`config.mk`:
```
export PLATFORM = sky130hd
export DESIGN_NAME = dac_spi_arbiter
export DESIGN_NICKNAME = d
export VERILOG_FILES = /design/src/rtl/meas_pkg.sv /design/src/rtl/dac_spi_arbiter.sv
export SDC_FILE = /design/constraint.sdc
export NUM_CORES = 1
export LEC_CHECK = 0
export ABC_CLOCK_PERIOD_IN_PS = 2500
export CORE_ASPECT_RATIO = 0.9
export CORE_UTILIZATION = 40
export CTS_BUF_LIST = sky130_fd_sc_hd__clkbuf_2
export CTS_CLUSTER_DIAMETER = 30
export DETAILED_ROUTE_END_ITERATION = 10
export PLACE_DENSITY = 0.65
export RECOVER_POWER = 100
export SLEW_MARGIN = 20
export SYNTH_ARGS = -nofsm -noshare
export SYNTH_HDL_FRONTEND = slang
export SYNTH_SLANG_ARGS = --single-unit
```
`constraint.sdc`:
```
create_clock -name wb_clk_i -period 2.5 [get_ports wb_clk_i]
set_input_delay 0.5 -clock wb_clk_i [delete_from_list [all_inputs] [get_ports wb_clk_i]]
set_output_delay 0.5 -clock wb_clk_i [all_outputs]
set_load 0.02 [all_outputs]
```
`src/rtl/meas_pkg.sv`:
```
// Shared measure_unit definitions: DAC frame geometry, DAC command nibble and
// the threshold-DAC arbiter state encoding.
`default_nettype none

package meas_pkg;

  localparam int         DAC_CODE_WIDTH     = 16;
  localparam int         DAC_DATA_WIDTH     = 24;
  localparam logic [3:0] DAC_CMD_WRITE      = 4'b0011;
  localparam int         DAC_TIMEOUT_CYCLES = 15;

  typedef enum logic [1:0] {
    ARB_IDLE  = 2'd0,
    ARB_START = 2'd1,
    ARB_BUSY  = 2'd2
  } dac_arb_state_t;

endpackage

`default_nettype wire

```
`src/rtl/dac_spi_arbiter.sv`:
```
// Round-robin arbiter sharing one SPI master between two threshold-DAC
// requesters; routes the master's sync line to the granted DAC.
`default_nettype none

module dac_spi_arbiter
  import meas_pkg::*;
#(
  parameter int         CODE_WIDTH     = DAC_CODE_WIDTH,
  parameter logic [3:0] CMD_NIBBLE     = DAC_CMD_WRITE,
  parameter int         SPI_DATA_WIDTH = DAC_DATA_WIDTH,
  parameter int         TIMEOUT_CYCLES = DAC_TIMEOUT_CYCLES
) (
  input  logic                      wb_clk_i,
  input  logic                      wb_rst_i,
  input  logic [CODE_WIDTH-1:0]     req1_code_i,
  input  logic                      req1_wre_i,
  output logic                      req1_rdy_o,
  input  logic [CODE_WIDTH-1:0]     req2_code_i,
  input  logic                      req2_wre_i,
  output logic                      req2_rdy_o,
  output logic [SPI_DATA_WIDTH-1:0] spi_data_o,
  output logic                      spi_wre_o,
  input  logic                      spi_rdy_i,
  input  logic                      spi_sync_i,
  output logic                      dac1_sync_o,
  output logic                      dac2_sync_o,
  output logic                      busy_o,
  output logic                      drop_o,
  output logic                      err_o,
  input  logic                      err_clr_i
);

  localparam int CNT_W = $clog2(TIMEOUT_CYCLES + 1);

  dac_arb_state_t          state, state_d;
  logic                    pend1, pend2;
  logic [CODE_WIDTH-1:0]   code1, code2;
  logic                    ptr;       // 0: ch1 has priority, 1: ch2
  logic                    sel;       // 0: ch1 granted, 1: ch2 granted
  logic [CNT_W-1:0]        cnt;
  logic                    grant, grant_ch, done, timeout, finish;
  logic                    acc1, acc2;

  assign acc1   = req1_wre_i & ~pend1;
  assign acc2   = req2_wre_i & ~pend2;
  assign finish = done | timeout;

  always_comb begin
    state_d  = state;
    grant    = 1'b0;
    grant_ch = ptr;
    done     = 1'b0;
    timeout  = 1'b0;
    case (state)
      ARB_IDLE: begin
        if ((pend1 | pend2) && spi_rdy_i) begin
          grant    = 1'b1;
          grant_ch = (pend1 && pend2) ? ptr : pend2;
          state_d  = ARB_START;
        end
      end
      ARB_START: begin
        if (!spi_rdy_i) begin
          state_d = ARB_BUSY;
        end else if (cnt == CNT_W'(TIMEOUT_CYCLES - 1)) begin
          timeout = 1'b1;
          state_d = ARB_IDLE;
        end
      end
      ARB_BUSY: begin
        if (spi_rdy_i) begin
          done    = 1'b1;
          state_d = ARB_IDLE;
        end
      end
      default: state_d = ARB_IDLE;
    endcase
  end

  always_ff @(posedge wb_clk_i or posedge wb_rst_i) begin
    if (wb_rst_i) state <= ARB_IDLE;
    else          state <= state_d;
  end

  always_ff @(posedge wb_clk_i or posedge wb_rst_i) begin
    if (wb_rst_i) begin
      pend1      <= 1'b0;
      pend2      <= 1'b0;
      code1      <= '0;
      code2      <= '0;
      ptr        <= 1'b0;
      sel        <= 1'b0;
      cnt        <= '0;
      spi_data_o <= '0;
      spi_wre_o  <= 1'b0;
      drop_o     <= 1'b0;
      err_o      <= 1'b0;
    end else begin
      spi_wre_o <= grant;
      // A write to a slot that is still pending or in flight is discarded.
      drop_o    <= (req1_wre_i & pend1) | (req2_wre_i & pend2);
      cnt       <= (state == ARB_START) ? cnt + 1'b1 : '0;

      if (acc1) begin
        pend1 <= 1'b1;
        code1 <= req1_code_i;
      end
      if (acc2) begin
        pend2 <= 1'b1;
        code2 <= req2_code_i;
      end
      if (finish && !sel) pend1 <= 1'b0;
      if (finish &&  sel) pend2 <= 1'b0;

      if (grant) begin
        sel        <= grant_ch;
        spi_data_o <= SPI_DATA_WIDTH'({CMD_NIBBLE, (grant_ch ? code2 : code1), 4'b0000});
      end

      if (done)         ptr <= ~sel;
      else if (timeout) ptr <= ~ptr;

      if (timeout)        err_o <= 1'b1;
      else if (err_clr_i) err_o <= 1'b0;
    end
  end

  // sel only moves in IDLE, so gating on state keeps both sync pins glitch-free.
  assign dac1_sync_o = (state != ARB_IDLE && !sel) ? spi_sync_i : 1'b1;
  assign dac2_sync_o = (state != ARB_IDLE &&  sel) ? spi_sync_i : 1'b1;

  assign busy_o     = (state != ARB_IDLE);
  assign req1_rdy_o = ~pend1;
  assign req2_rdy_o = ~pend2;

endmodule

`default_nettype wire

```
[Word-level counts from Yosys, hierarchy flattened]
Index checks and enable logic that the tools add are counted.
Storage, ports and cells
  bits of input ports: 39
  bits in registers: 62
Cells by class
  equal/unequal tests: 6
  add/subtract/negate cells: 1
  bitwise operators: 11
  muxes and demuxes: 27
  reduce and logical (&&, ||, !) cells: 14
Operators by type and width (number)
  2-to-1 mux 1 bit: 20
  2-to-1 mux 16 bit: 1
  nonzero test 2 bit: 5
  2-to-1 mux 2 bit: 4
  logical AND 1 bit: 6
  case mux 2 bit (3 select lines): 1
  adder 4 x 1 -> 4 bit, second input constant: 1
  AND 1 bit: 4
  equality test 4 bit, second input constant: 1
  2-to-1 mux 4 bit: 1
  != test 2 bit, second input constant: 2
  inverter 1 bit: 4
  != test 3 bit, second input constant: 1
  bitwise OR 1 bit: 3
  AND reduction 3 bit: 1
  equality test 2 x 1 -> 1 bit, second input constant: 1
  equality test 2 bit, second input constant: 1
  logical NOT 2 bit: 1
  logical NOT 1 bit: 1

[Longest topological paths before layout]
Gate-level depths: netlist (run 1).
  depth after elaboration: 7
  mapped depth: 5
  mapped depth without buffers: 5

[Least setup slack after synthesis (run 1)]
Ideal clock, no wire load.
  path type: input port to flip-flop
  from: in spi_rdy_i
  to: reg spi_data_o[11]
  path buffers: 2
  stages: 5
  library setup time: 0.123 ns
  arrival: 1.606 ns
  slack: 0.772 ns
  data required time: 2.377 ns
  cells stage by stage: buf_4 > nor3b_4 > o211ai_2 > buf_2 > o221a_2
On the way
  longest elaborated chain between the ends: 4
  elaborated cells on any way between the ends: 6
Ends and longest elaborated chain
  start: declaration: line dac_spi_arbiter.sv:23  | input logic spi_rdy_i,
  logical AND 1 bit (*): line dac_spi_arbiter.sv:56  | if ((pend1 | pend2) && spi_rdy_i) begin
  2-to-1 mux 1 bit: line dac_spi_arbiter.sv:56
  2-to-1 mux 1 bit: line dac_spi_arbiter.sv:54  | case (state)
  2-to-1 mux 16 bit: line dac_spi_arbiter.sv:117  | spi_data_o <= SPI_DATA_WIDTH'({CMD_NIBBLE, (grant_ch ? code2 : code1), 4'b0000});
  end signal: assignment: line dac_spi_arbiter.sv:117
  end: declaration: line dac_spi_arbiter.sv:21  | output logic [SPI_DATA_WIDTH-1:0] spi_data_o,
Mark *: on every way between the ends. The rest lies on a longest branch, timed or not.
A chain may end at the register's enable or synchronous reset.

[Final worst setup path (run 1)]
  from: reg state[1]
  to: reg spi_data_o[4]
On the way
  longest elaborated chain between the ends: 3
  elaborated cells on any way between the ends: 4
Ends and longest elaborated chain
  start: declaration: line dac_spi_arbiter.sv:35  | dac_arb_state_t state, state_d;
  start signal: assignment: line dac_spi_arbiter.sv:82  | else state <= state_d;
  logical NOT 2 bit (*): line dac_spi_arbiter.sv:54
  2-to-1 mux 1 bit: line dac_spi_arbiter.sv:54
  2-to-1 mux 16 bit: line dac_spi_arbiter.sv:117
Marks and branches as above.

==> results of run 1 <==
area by class of cell:
class | count | area [sq um]
multi-input combinational | 112 | 976
clock buffer | 13 | 65.1
inverter | 8 | 30.0
sequential | 62 | 1550
fill | 587 | 2860
clock inverter | 2 | 10.0
timing repair buffer | 77 | 718
tap | 87 | 109
metal layers:
metal / vias to the layer above / routed length (um) / share of wire
met4: 0 / 55 / 0.010
met1: 901 / 2470 / 0.45
met2: 45 / 2700 / 0.49
met5: - / 0 / 0
li1: 858 / - / -
met3: 5 / 262 / 0.048
state kept, by name, indices dropped and copies added (netlist names):
signal      count
spi_wre_o       1
code1          16
pend1           1
sel             1
state           2
pend2           1
cnt             4
drop_o          1
ptr             1
code2          16
spi_data_o     17
err_o           1
worst min path at each step:
stage	slack [ns]	cells after the start	startpoint	end
final	0.51	1	spi_data_o[20]$_DFFE_PP0P_	spi_data_o[20]$_DFFE_PP0P_
after global routing	0.54	1	code2[0]$_DFFE_PP0P_	code2[0]$_DFFE_PP0P_
after CTS	0.36	2	wb_rst_i	state[0]$_DFFE_PP0P_
after detailed placement	0.49	1	code2[4]$_DFFE_PP0P_	code2[4]$_DFFE_PP0P_
after global placement	0.48	1	cnt[0]$_DFF_PP0_	cnt[0]$_DFF_PP0_
after floorplan	0.45	1	cnt[0]$_DFF_PP0_	cnt[0]$_DFF_PP0_
stage by stage:
step | util | instances
6_report | 0.548 | 361
5_1_grt | 0.548 | 361
4_1_cts | 0.558 | 359
3_5_place_dp | 0.545 | 344
3_3_place_gp | 0.545 | 344
2_1_floorplan | - | 203
report_power, final:
group / switching (mW) / internal [mW] / total [mW] / leakage, nW
clock network: 0.325 / 0.140 / 0.465 / 0.0618
logic: 0.746 / 0.872 / 1.62 / 0.657
registers: 0.249 / 1.45 / 1.70 / 0.730
repair_timing:
action                                  in CTS  in global routing
buffers inserted                             0                  2
resized for setup                            2                  1
pin swaps                                    0                  0
hold endpoints to repair                     0                  0
endpoints found under the setup margin       2                  2
cell usage after synthesis, drive strengths merged (3+ instances only):
cell type,count,share of area
o221a,16,0.067
mux2,32,0.13
nand2b,3,0.0070
nor2,7,0.0098
dfrtp,62,0.58
buf,15,0.039
a21oi,3,0.0056
nand4b,16,0.052
nor2b,4,0.0093
clkbuf,6,0.0084
inv,8,0.011
logic make-up (layout without fill, tap and decap cells):
logic type | count (synthesis) | count (layout) | share of synthesized area
muxes | 32 | 32 | 0.134
adders and majority gates | 2 | 2 | 0.00929
AOI/OAI and AO/OA | 30 | 30 | 0.110
xor gates and xnor gates | 2 | 2 | 0.00651
and+or+nand+nor | 40 | 40 | 0.104
other | 1 | 6 | 0.00139
DFF | 62 | 62 | 0.576
buffers and inverters | 29 | 100 | 0.0590
==> metrics.md, run 1 <==
| Metric | Value |
|---|---|
| Nets@finish | ~310 |
| DR WL/cell | around 15 um |
| Setup_tns | 0 ns |
| Number of global-route vias before repair | between 1500 and 2000 |
| Sequential element share of the synthesized area | 0.576 |
| Initial antenna violation count | 0 |
| CORE AREA | 6320 sq um |
| GP Congestion | 0.707 |
| First-pass GRT wire length | just over 9000 um |
| Final ANT Viol Nets | 0 |
| Worst EP required | between 2 and 3 ns |
| Initial core utilization | 0.426 |
| CP top delay family | simple AND/OR/NAND/NOR gates |
| Most common cell after layout, fill and taps aside | dfrtp_1 |
| Die Ht | around 80 um |
| CTS hold repair buffers | 0 |
| Arr. time, crit path | 2.73 ns |
| DP Worst Slack | 0.184 ns |
| Max Buffers Root-to-Sink | 2 |
| GRT met3 Usage | 0.0651 |
| CTS tree | yes |
| Layout cells sized above 1 | 0.270 |
| Mapped Avg Cell Area | about 14 sq um |
| Finish-stage setup viols | 0 |
| Crit. End Element | flip-flop |
| Detailed Route WL | 5490 um |
| # rows | 27 |
| YS warnings | 0 |
| Distinct cells, synth | 36 |
| Post-route worst setup slack | between 0.15 and 0.2 ns |
| Flop2flop setup slack | 0.18 ns |
| CP bufs+invs | 2 |
| GRT Overall Usage | 0.176 |
| Worst hold path type | reg2reg |
| CTS clk-pin slew, worst paths | roughly 0.17 ns |
| Fmax | 431 MHz |
| Run status | complete, no violations |
| Met2 usage | 0.281 |
| Post-synth EDFFs | 0 |
| Origin of the critical flop-to-flop path | state[1]$_DFFE_PP0P_ |
| Overall Power | 3.79 mW |
| # DRC | 0 |
| GRT overflow | 0 |
| Post-Layout Inst Area | 3460 sq um |
| N_diodes | 0 |
| # clock sinks | between 60 and 70 |
| Fin crit period | 2.32 ns |
| Busiest layer in global routing | met2 |
| Largest net degree at the start of global routing | 32 |
| DR vias/cell | between 5 and 6 |
| Ys flop type | dfrtp_1 |
| Max incr delay on CP | around 0.71 ns |
| Worst setup SP type | flip-flop |
| Mapped Cells | 198 |
| Post-synthesis async set-or-reset flop share | 1.00 |
| Detailed Place HPWL | between 3000 and 4000 um |
| Clk_lat worst skew | around 0.48 ns |
| Clk Tree Root Cell | clkbuf_2 |
| Min Hold Slack | 0.510 ns |
| Max-slew headroom | 0.350 |
| Leak pwr | about 1.4 nW |
| Maxcap violations | 0 |
| I/O Pins | 71 |
| Detailed Route Iter0 Violations | between 80 and 90 |
| Num CTS Buffers | 9 |
| Crit path max fanout | 16 |
| RSZ-0062 raised after global routing | no |
| Critical path depth | 5 |
| Worst VDD drop | 0.000423 V |
| Router iterations before antenna repair | 4 |
| Most frequent cells in the layout | dfrtp_1, clkdlybuf4s50_1, mux2_2, dlygate4sd3_1 |
| Routing usage on met1 | 0.220 |
| Crit-path cells | clkbuf_1 -> nor3b_1 -> a21boi_1 -> buf_12 -> o221a_1 |
| Final worst-path cycle share | 0.929 |
| Setup CP Type | reg2reg |
| H-tree depth | 3 |
| Worst-Margin Slew | around 0.97 ns |
| Die area | 7060 sq um |
| Seq cells post-synth | 62 |
| Skew final | between 0.02 and 0.025 ns |
| Slowest stage cell, crit path | nor3b_1 |
| Worst setup path end | spi_data_o[4]$_DFFE_PP0P_ |
| Area Overhead vs Synth | 28.6% |
| Final hold vios | 0 |
| Via Count | 1809 |
| Chip width | 88.5 um |
| Crit Reg-Reg Endpoint | spi_data_o[4]$_DFFE_PP0P_ |
| Reg2Reg Depth | 5 |
| Critical path startpoint | state[1]$_DFFE_PP0P_ |
| Port Buf Inserts | 64 |
| Final Max Tran Viols | 0 |
| Synthesized area | about 2700 sq um |
| Post-DP Area | between 3000 and 4000 sq um |
| Pwr dens | ~1100 nW/um^2 |
(Power assumes the default switching activity.)
==> inputs of run 2 (changes only) <==
Settings changed: CTS_CLUSTER_DIAMETER 30 to 100.
==> results of run 2 <==
Final layout, timing and power as in run 1 (identical DEF).
